### src/rtl/fetch_sequencer.sv
// Fetch/execute sequencer: PC, IR and FETCH/EXEC1/EXEC2/HALT state; optional SEQ_SINGLE_STEP_EN single-step.
// Latency: 2 or 3 cycles per instruction; all outputs registered (halted decodes the state register).
// Backpressure: none; run=0 halts at the next instruction boundary.
module fetch_sequencer #(
  parameter int PC_W = 12
) (
  input  logic            clk,
  input  logic            reset_n,
  input  logic            run,
  input  logic            step,
  input  logic [15:0]     ram_q,
  input  logic [PC_W-1:0] reg_target,
  input  logic [PC_W-1:0] ret_addr,
  input  logic            sm_extra,
  input  logic            stop,
  input  logic            pc_sload,
  input  logic            pc_cnt_en,
  input  logic [1:0]      jump_sel,
  output logic [1:0]      state,
  output logic [15:0]     instruction,
  output logic [PC_W-1:0] pc,
  output logic            halted,
  output logic [15:0]     retired
);

  typedef enum logic [1:0] {
    S_FETCH = 2'b00,
    S_EXEC1 = 2'b10,
    S_EXEC2 = 2'b01,
    S_HALT  = 2'b11
  } state_t;

  state_t          r_state;
  state_t          w_state_nxt;
  logic [PC_W-1:0] r_pc;
  logic [PC_W-1:0] w_pc_nxt;
  logic [PC_W-1:0] w_jump_tgt;
  logic            w_jump_vld;
  logic [15:0]     r_ir;
  logic [15:0]     r_retired;
  logic            w_done;
  logic            w_ir_load;
  logic            w_step_accept;
  logic            w_step_go;

`ifdef SEQ_SINGLE_STEP_EN
  logic r_step_latch;

  assign w_step_accept = (r_state == S_HALT) && !run && step;
  assign w_step_go     = r_step_latch;

  always_ff @(posedge clk or negedge reset_n) begin
    if (!reset_n)
      r_step_latch <= 1'b0;
    else if (w_step_accept)
      r_step_latch <= 1'b1;
    else if (w_done)
      r_step_latch <= 1'b0;
  end
`else
  logic w_unused_step;

  assign w_unused_step = step;
  assign w_step_accept = 1'b0;
  assign w_step_go     = 1'b0;
`endif

  // Reserved select (11) leaves the PC where it is instead of falling through to increment.
  always_comb begin
    w_jump_tgt = r_pc;
    w_jump_vld = 1'b1;
    case (jump_sel)
      2'b00:   w_jump_tgt = reg_target;
      2'b01:   w_jump_tgt = r_ir[PC_W-1:0];
      2'b10:   w_jump_tgt = ret_addr;
      default: w_jump_vld = 1'b0;
    endcase
  end

  always_comb begin
    w_pc_nxt = r_pc;
    if (r_state != S_HALT && !stop) begin
      if (pc_sload) begin
        if (w_jump_vld)
          w_pc_nxt = w_jump_tgt;
      end else if (pc_cnt_en) begin
        w_pc_nxt = r_pc + 1'b1;
      end
    end
  end

  always_comb begin
    w_state_nxt = r_state;
    w_done      = 1'b0;
    w_ir_load   = 1'b0;
    case (r_state)
      S_HALT: begin
        if (run || w_step_accept)
          w_state_nxt = S_FETCH;
      end
      S_FETCH: begin
        w_ir_load   = 1'b1;
        w_state_nxt = (run || w_step_go) ? S_EXEC1 : S_HALT;
      end
      S_EXEC1: begin
        if (stop) begin
          w_done      = 1'b1;
          w_state_nxt = S_HALT;
        end else if (sm_extra) begin
          w_state_nxt = S_EXEC2;
        end else begin
          w_done      = 1'b1;
          w_state_nxt = w_step_go ? S_HALT : S_FETCH;
        end
      end
      default: begin
        w_done      = 1'b1;
        w_state_nxt = (stop || w_step_go) ? S_HALT : S_FETCH;
      end
    endcase
  end

  always_ff @(posedge clk or negedge reset_n) begin
    if (!reset_n) begin
      r_state   <= S_HALT;
      r_pc      <= '0;
      r_ir      <= '0;
      r_retired <= '0;
    end else begin
      r_state <= w_state_nxt;
      r_pc    <= w_pc_nxt;
      if (w_ir_load)
        r_ir <= ram_q;
      if (w_done)
        r_retired <= r_retired + 16'd1;
    end
  end

  assign state       = r_state;
  assign instruction = r_ir;
  assign pc          = r_pc;
  assign halted      = (r_state == S_HALT);
  assign retired     = r_retired;

endmodule
### config.mk
export PLATFORM = sky130hd
export DESIGN_NAME = fetch_sequencer
export DESIGN_NICKNAME = d
export VERILOG_FILES = /design/src/rtl/fetch_sequencer.sv
export SDC_FILE = /design/constraint.sdc
export NUM_CORES = 1
export LEC_CHECK = 0
export CAP_MARGIN = 20
export CORE_ASPECT_RATIO = 0.6
export CORE_UTILIZATION = 45
export CTS_BUF_LIST = sky130_fd_sc_hd__clkbuf_2
export DETAILED_ROUTE_END_ITERATION = 10
export GPL_TIMING_DRIVEN = 0
export PLACE_DENSITY = 0.82
export SYNTH_ARGS = -nofsm -noshare
export SYNTH_HDL_FRONTEND = slang
export SYNTH_SLANG_ARGS = --single-unit
export TNS_END_PERCENT = 5
### constraint.sdc
create_clock -name clk -period 2.3 [get_ports clk]
set_input_delay 0.23 -clock clk [delete_from_list [all_inputs] [get_ports clk]]
set_output_delay 0.23 -clock clk [all_outputs]
set_load 0.05 [all_outputs]
Word-level counts from Yosys, hierarchy flattened
Index checks and enable logic that the tools add are counted.
- bits in registers: 46
- input bits: 50
- output and inout port bits: 47
- $add $sub $neg: 2
- equal/unequal tests: 8
- mux-type cells: 15
- reduce and logical (&&, ||, !) cells: 8
- operator list (cell ; count):
    12-bit two-way mux ; 3
    12-bit one-hot mux with 3 select lines ; 1
    16-bit by 1-bit adder with 16-bit output, second input constant ; 1
    12-bit by 1-bit adder with 12-bit output, second input constant ; 1
    2-bit == test, second input constant ; 3
    1-bit two-way mux ; 6
    2-bit two-way mux ; 3
    2-bit one-hot mux with 3 select lines ; 1
    2-bit logical NOT ; 2
    2-bit != test, second input constant ; 2
    4-bit by 1-bit != test with 1-bit output, second input constant ; 1
    4-bit AND reduction ; 1
    3-bit OR reduction ; 1
    2-bit by 1-bit == test with 1-bit output, second input constant ; 1
    2-bit by 1-bit != test with 1-bit output, second input constant ; 1
    1-bit one-hot mux with 2 select lines ; 1
    2-bit nonzero test ; 1
    2-bit OR reduction ; 1
    1-bit logical AND ; 1
    1-bit logical NOT ; 1

Longest topological paths before layout
Gate-level depths: netlist of the first run.
- depth after elaboration: 5
- depth in mapped cells: 8

Worst setup path after synthesis of the first run
No wires, ideal clock.
- kind: reg2reg
- start: register r_state[1] (netlist: state[1])
- end: register r_pc[3] (netlist: pc[3])
- arrival: 1.990 ns
- data required time: 2.174 ns
- path slack: 0.184 ns
- cell stages (with the launch flop): 6
- path buffers: 1
- cells stage by stage: dfstp_2 > ha_1 > or2_2 > clkbuf_1 > nor3_1 > o32a_1
- word-level cells in the longest chain between the ends: 3
- ends and longest elaborated chain (what ; RTL line ; source):
    start: declaration ; 33 ; state_t r_state;
    start signal: assignment ; 130 ; r_state <= w_state_nxt;
    2-bit != test ; 82 ; if (r_state != S_HALT && !stop) begin
    1-bit logical AND ; 82 ;
    4-bit AND reduction (no source line) ; - ;
    end signal: assignment ; 131 ; r_pc <= w_pc_nxt;
    end: declaration ; 35 ; logic [PC_W-1:0] r_pc;
Every way passes these cells.
A chain may end at the register's enable or synchronous reset.

Final worst setup path of the first run
- start: input port jump_sel[1]
- end: register r_pc[10] (netlist: pc[10])
- word-level cells in the longest chain between the ends: 5
- ends and longest elaborated chain (what ; RTL line ; source):
    start: declaration ; 18 ; input logic [1:0] jump_sel,
    2-bit == test, or another cell as far along ; 72 ; case (jump_sel)
    3-bit OR reduction (no source line) ; - ;
    1-bit two-way mux ; 72 ;
    2-bit by 1-bit != test with 1-bit output (no source line) ; - ;
    4-bit AND reduction (no source line) ; - ;
Several ways; a longest one is shown, not always the timed one. The select of a mux whose other input is x is not followed.

==> impl_summary.md, run 1 <==
Global route
The first global-routing pass estimated 11700 um of wire. The largest net degree at the start of global routing is 39. The number of global-route vias before repair is 2275.

The number of antenna violations at the first check in global routing is 0. The remaining global-route overflow is 0. The overall track demand over capacity in global routing is 26.2%.

Setup path
The critical path launch point type is an input port. The critical path goes through clkdlybuf4s50_1 -> inv_1 -> ha_1 -> clkbuf_1 -> clkbuf_2 -> nor2_1 -> a21oi_1 -> o21ai_0 -> a2bb2oi_1. The critical path capture point type is a flip-flop. The slowest cell on the critical path is clkdlybuf4s50_1. The worst setup path is of the in -> reg kind. The maximum fanout along the worst path is 10. Data arrives at the worst endpoint at 2.46 ns.

The data required time at the worst endpoint is 2.64 ns. The peak per-stage delay on the critical path is 0.51 ns.

Worst hold path
The worst hold path belongs to the class in -> async.

Synth
The mean post-synth cell area is 9.96 um^2. In this run, synthesis inferred 0 flip-flops with an integrated enable. Yosys instantiated no cell more often than dfrtp_1. In the post-synthesis netlist, the biggest area contributors are dfrtp_1 (44%), mux2_2 (8.0%), ha_1 (5.0%).

The post-synthesis register bit count is 46. The netlist uses 40 different library cells. The async set-or-reset flop fraction in the synthesized netlist is 100%.

The most used flip-flop cell after synthesis is dfrtp_1. The biggest area contributor in the post-synthesis netlist is dfrtp_1. Counting every net in the synthesized netlist gives 313. The portion of synthesized cell area occupied by the leading cell type is 43.7%. Sorting the synthesized cells by how often they occur yields dfrtp_1 (44), nor2_1 (21), a21oi_1 (18), mux2_2 (18), o21ai_0 (18).

The synthesized cell area is 2520 um^2. The number of cells produced by synthesis is 253. Sequential elements use 45.8% of the synthesized area. During synthesis, Yosys emitted a total of 0 warnings.

Detailed routing
The initial detailed-routing violation count is 139. In the detailed route, the total length drawn on met3 is 579 um. After detailed routing, the number of vias per cell comes to 5.61. The total via count after detailed routing is 2379. For this block, the routed nets add up to 7250 um of wire. The final antenna-violating net count is 0. Before antenna repair, the detailed router went through 4 iterations. In the routed design, unresolved DRC markers number 0.

In the final routed layout, each cell accounts on average for 17.1 um. The highest layer touched by signal routing is met4. In the final routing, the length of wire on met1 measures 3380 um. The met2 wirelength from detailed routing is 3230 um.

Floorplan
The floorplan step defined a die boundary enclosing 5910 um^2. After floorplanning, the core was sized to cover 5230 um^2. The floorplan step set the die width to 98.6 um. Once the floorplan was initialized, standard cells occupied 48.2% of the core.

The number of top-level pins is 97. After floorplanning, the core was divided into 20 placement rows. The die is 60.0 um tall.

Clocking
In this run the deepest clock path goes through 2 buffers. The root buffer cell is clkbuf_2. The number of clock buffers added by TritonCTS is 5. TritonCTS built the clock tree. The clock sink total is 46. The number of setup buffers added after CTS is 0. Clock latency on the worst-skew pair, taken at its later pin, is 0.40 ns.

CTS built an H-tree with a depth of 2. Clock-pin slew was measured on the worst setup and hold paths at 0.22 ns.

Place
The HPWL after detailed placement is 5690 um. The count of buffers added on input and output ports is 95. At the end of routability-driven placement, the weighted congestion stood at 0.861. The number of placed instances, taps included is 415. The placed instance area is 3570 um^2.

Power and ir drop
The clock share of power is 7.1%. The internal power is 0.00235 W. The worst-case vdd ir drop is 0.816 mV. The total power draw is 0.00481 W. For this design the total switching power over the nets is 0.00246 W. Combinational logic burns 61.4% of the power. For this design the static power due to leakage is 1.52 nW. The sequential cell fraction of total power is 31.5%. In this run switching power makes up 51.2% of total power. The power density over cell area is 1330 nW/um^2.

Layout
The final non-filler cell total is 424. From synthesis to final layout, the design area changed by 43.6%. The number of antenna cells inserted is 0.

After routing the design area is 3620 um^2. The number of nets at the end of the flow is 417. The fraction of layout cells with a size suffix above 1 is 9.50%.

STA
The clock period could shrink to 2.13 ns. For this run, the top clock speed supported by timing is 470 MHz. The final number of max-transition violations is 0. The tightest slew margin relative to the limit is 52.4%. Setup violations remaining at the end of the flow were counted as 0. The final count of hold timing violations is 0. Adding up every negative setup slack in the final design gives 0 ns. The worst setup skew after layout is 0.0150 ns. The final critical path takes up 92.5% of the cycle. Setup repair after global routing left no endpoint under its margin. At the pin with the least slew margin, the transition time is 0.711 ns.

Job
The number of max-cap violations is 0.

Status
The flow ran to the end, and the final reports show no timing, DRC or antenna violations.
-- power by group through the flow --
stage	Clock [W]	Combinational [W]	Sequential, W
2_1_floorplan	0	0.000847	0.00258
3_3_place_gp	0	0.00291	0.00150
3_5_place_dp	0	0.00296	0.00153
4_1_cts	0.000355	0.00297	0.00151
5_1_grt	0.000390	0.00312	0.00156
6_report	0.000343	0.00295	0.00151
-- per-layer routing --
metal | global-route usage, % | vias to the layer above
met5 | 0 | -
met1 | 37.4 | 1157
li1 | - | 1132
met3 | 7.13 | 6
met4 | 4.69 | 0
met2 | 40.8 | 84
-- worst max-delay path, delay by kind of cell --
kind            cells  cell delay [ns]
compound gates      3             0.43
fa+ha+maj           1             0.37
buf+inv             4             1.34
simple gates        1             0.08
-- registers in the layout (all words and copies together) (netlist names) --
name,count
state,2
instruction,16
pc,12
retired,16
-- cell families after synthesis --
kind of cell / Yosys count / share of synthesized area [%]
buf+inv: 26 / 3.92
compound gates: 74 / 18.9
xor+xnor: 15 / 5.22
fa+ha+maj: 10 / 4.97
flops: 46 / 45.8
simple gates: 64 / 13.2
mux: 18 / 8.05
-- stage by stage --
| stage | hold slack, ns | util (%) | setup slack (ns) |
|---|---|---|---|
| 2_1_floorplan | -0.0656 | - | 0.184 |
| 3_3_place_gp | 0.458 | 67.9 | -0.287 |
| 3_5_place_dp | 0.102 | 68.2 | -0.349 |
| 4_1_cts | 0.161 | 69.1 | 0.0933 |
| 5_1_grt | 0.177 | 69.2 | 0.0440 |
| 6_report | 0.204 | 69.2 | 0.173 |
-- layout make-up --
class                   count  area [um^2]
fillers                   432         1610
repair buffers             97          975
clock buffers               8         40.0
flip-flops and latches     46         1150
inverters                  11         41.3
plain buffers              15         58.8
well taps                  66         82.6
multi-input cells         181         1270
-- repair_timing --
action	in CTS	in global routing
endpoints found under the hold margin	44	0
gates resized for setup	1	2
hold buffers	1	0
endpoints found under the setup margin	1	2
-- cells in the final DEF, fill, tap and decap left out, types with 2 or more instances in the layout --
cell type and count:
nor3_1 10, nor2_1 21, nand2_1 4, and4_1 3
o211ai_1 2, a221oi_1 2, inv_1 10, nor3b_1 2
buf_2 2, dfstp_2 2, nand4_1 4, a21oi_1 18
a211oi_1 4, xnor2_1 5, xor2_1 10, o21ai_0 18
and3_1 4, nand3_1 4, dfrtp_1 44, ha_1 10
clkdlybuf4s50_1 93, nand2b_1 6, o32a_1 4, clkbuf_1 12
mux2_2 18, clkbuf_2 9, a31oi_1 6, a22oi_1 10
o31ai_1 5
-- final timing paths --
path / end / slack [ns] / cells past startpoint / start
worst max-delay path: pc[10] / 0.17 / 9 / jump_sel[1]
worst min-delay path: instruction[7] / 0.20 / 2 / reset_n
worst max register to register: instruction[15] / 0.21 / 5 / state[0]
worst min register to register: retired[15] / 0.50 / 1 / retired[15]
max in group asynchronous: state[1] / 1.57 / 3 / reset_n
min in group clk: instruction[1] / 0.41 / 2 / ram_q[1]
Note: power is estimated with default switching activity, not from simulation.
==> run 2: changes to the inputs <==
- HOLD_SLACK_MARGIN: default -> 0.15
==> results of run 2 <==
The final DEF is identical to that of run 1; final timing and power are the same.
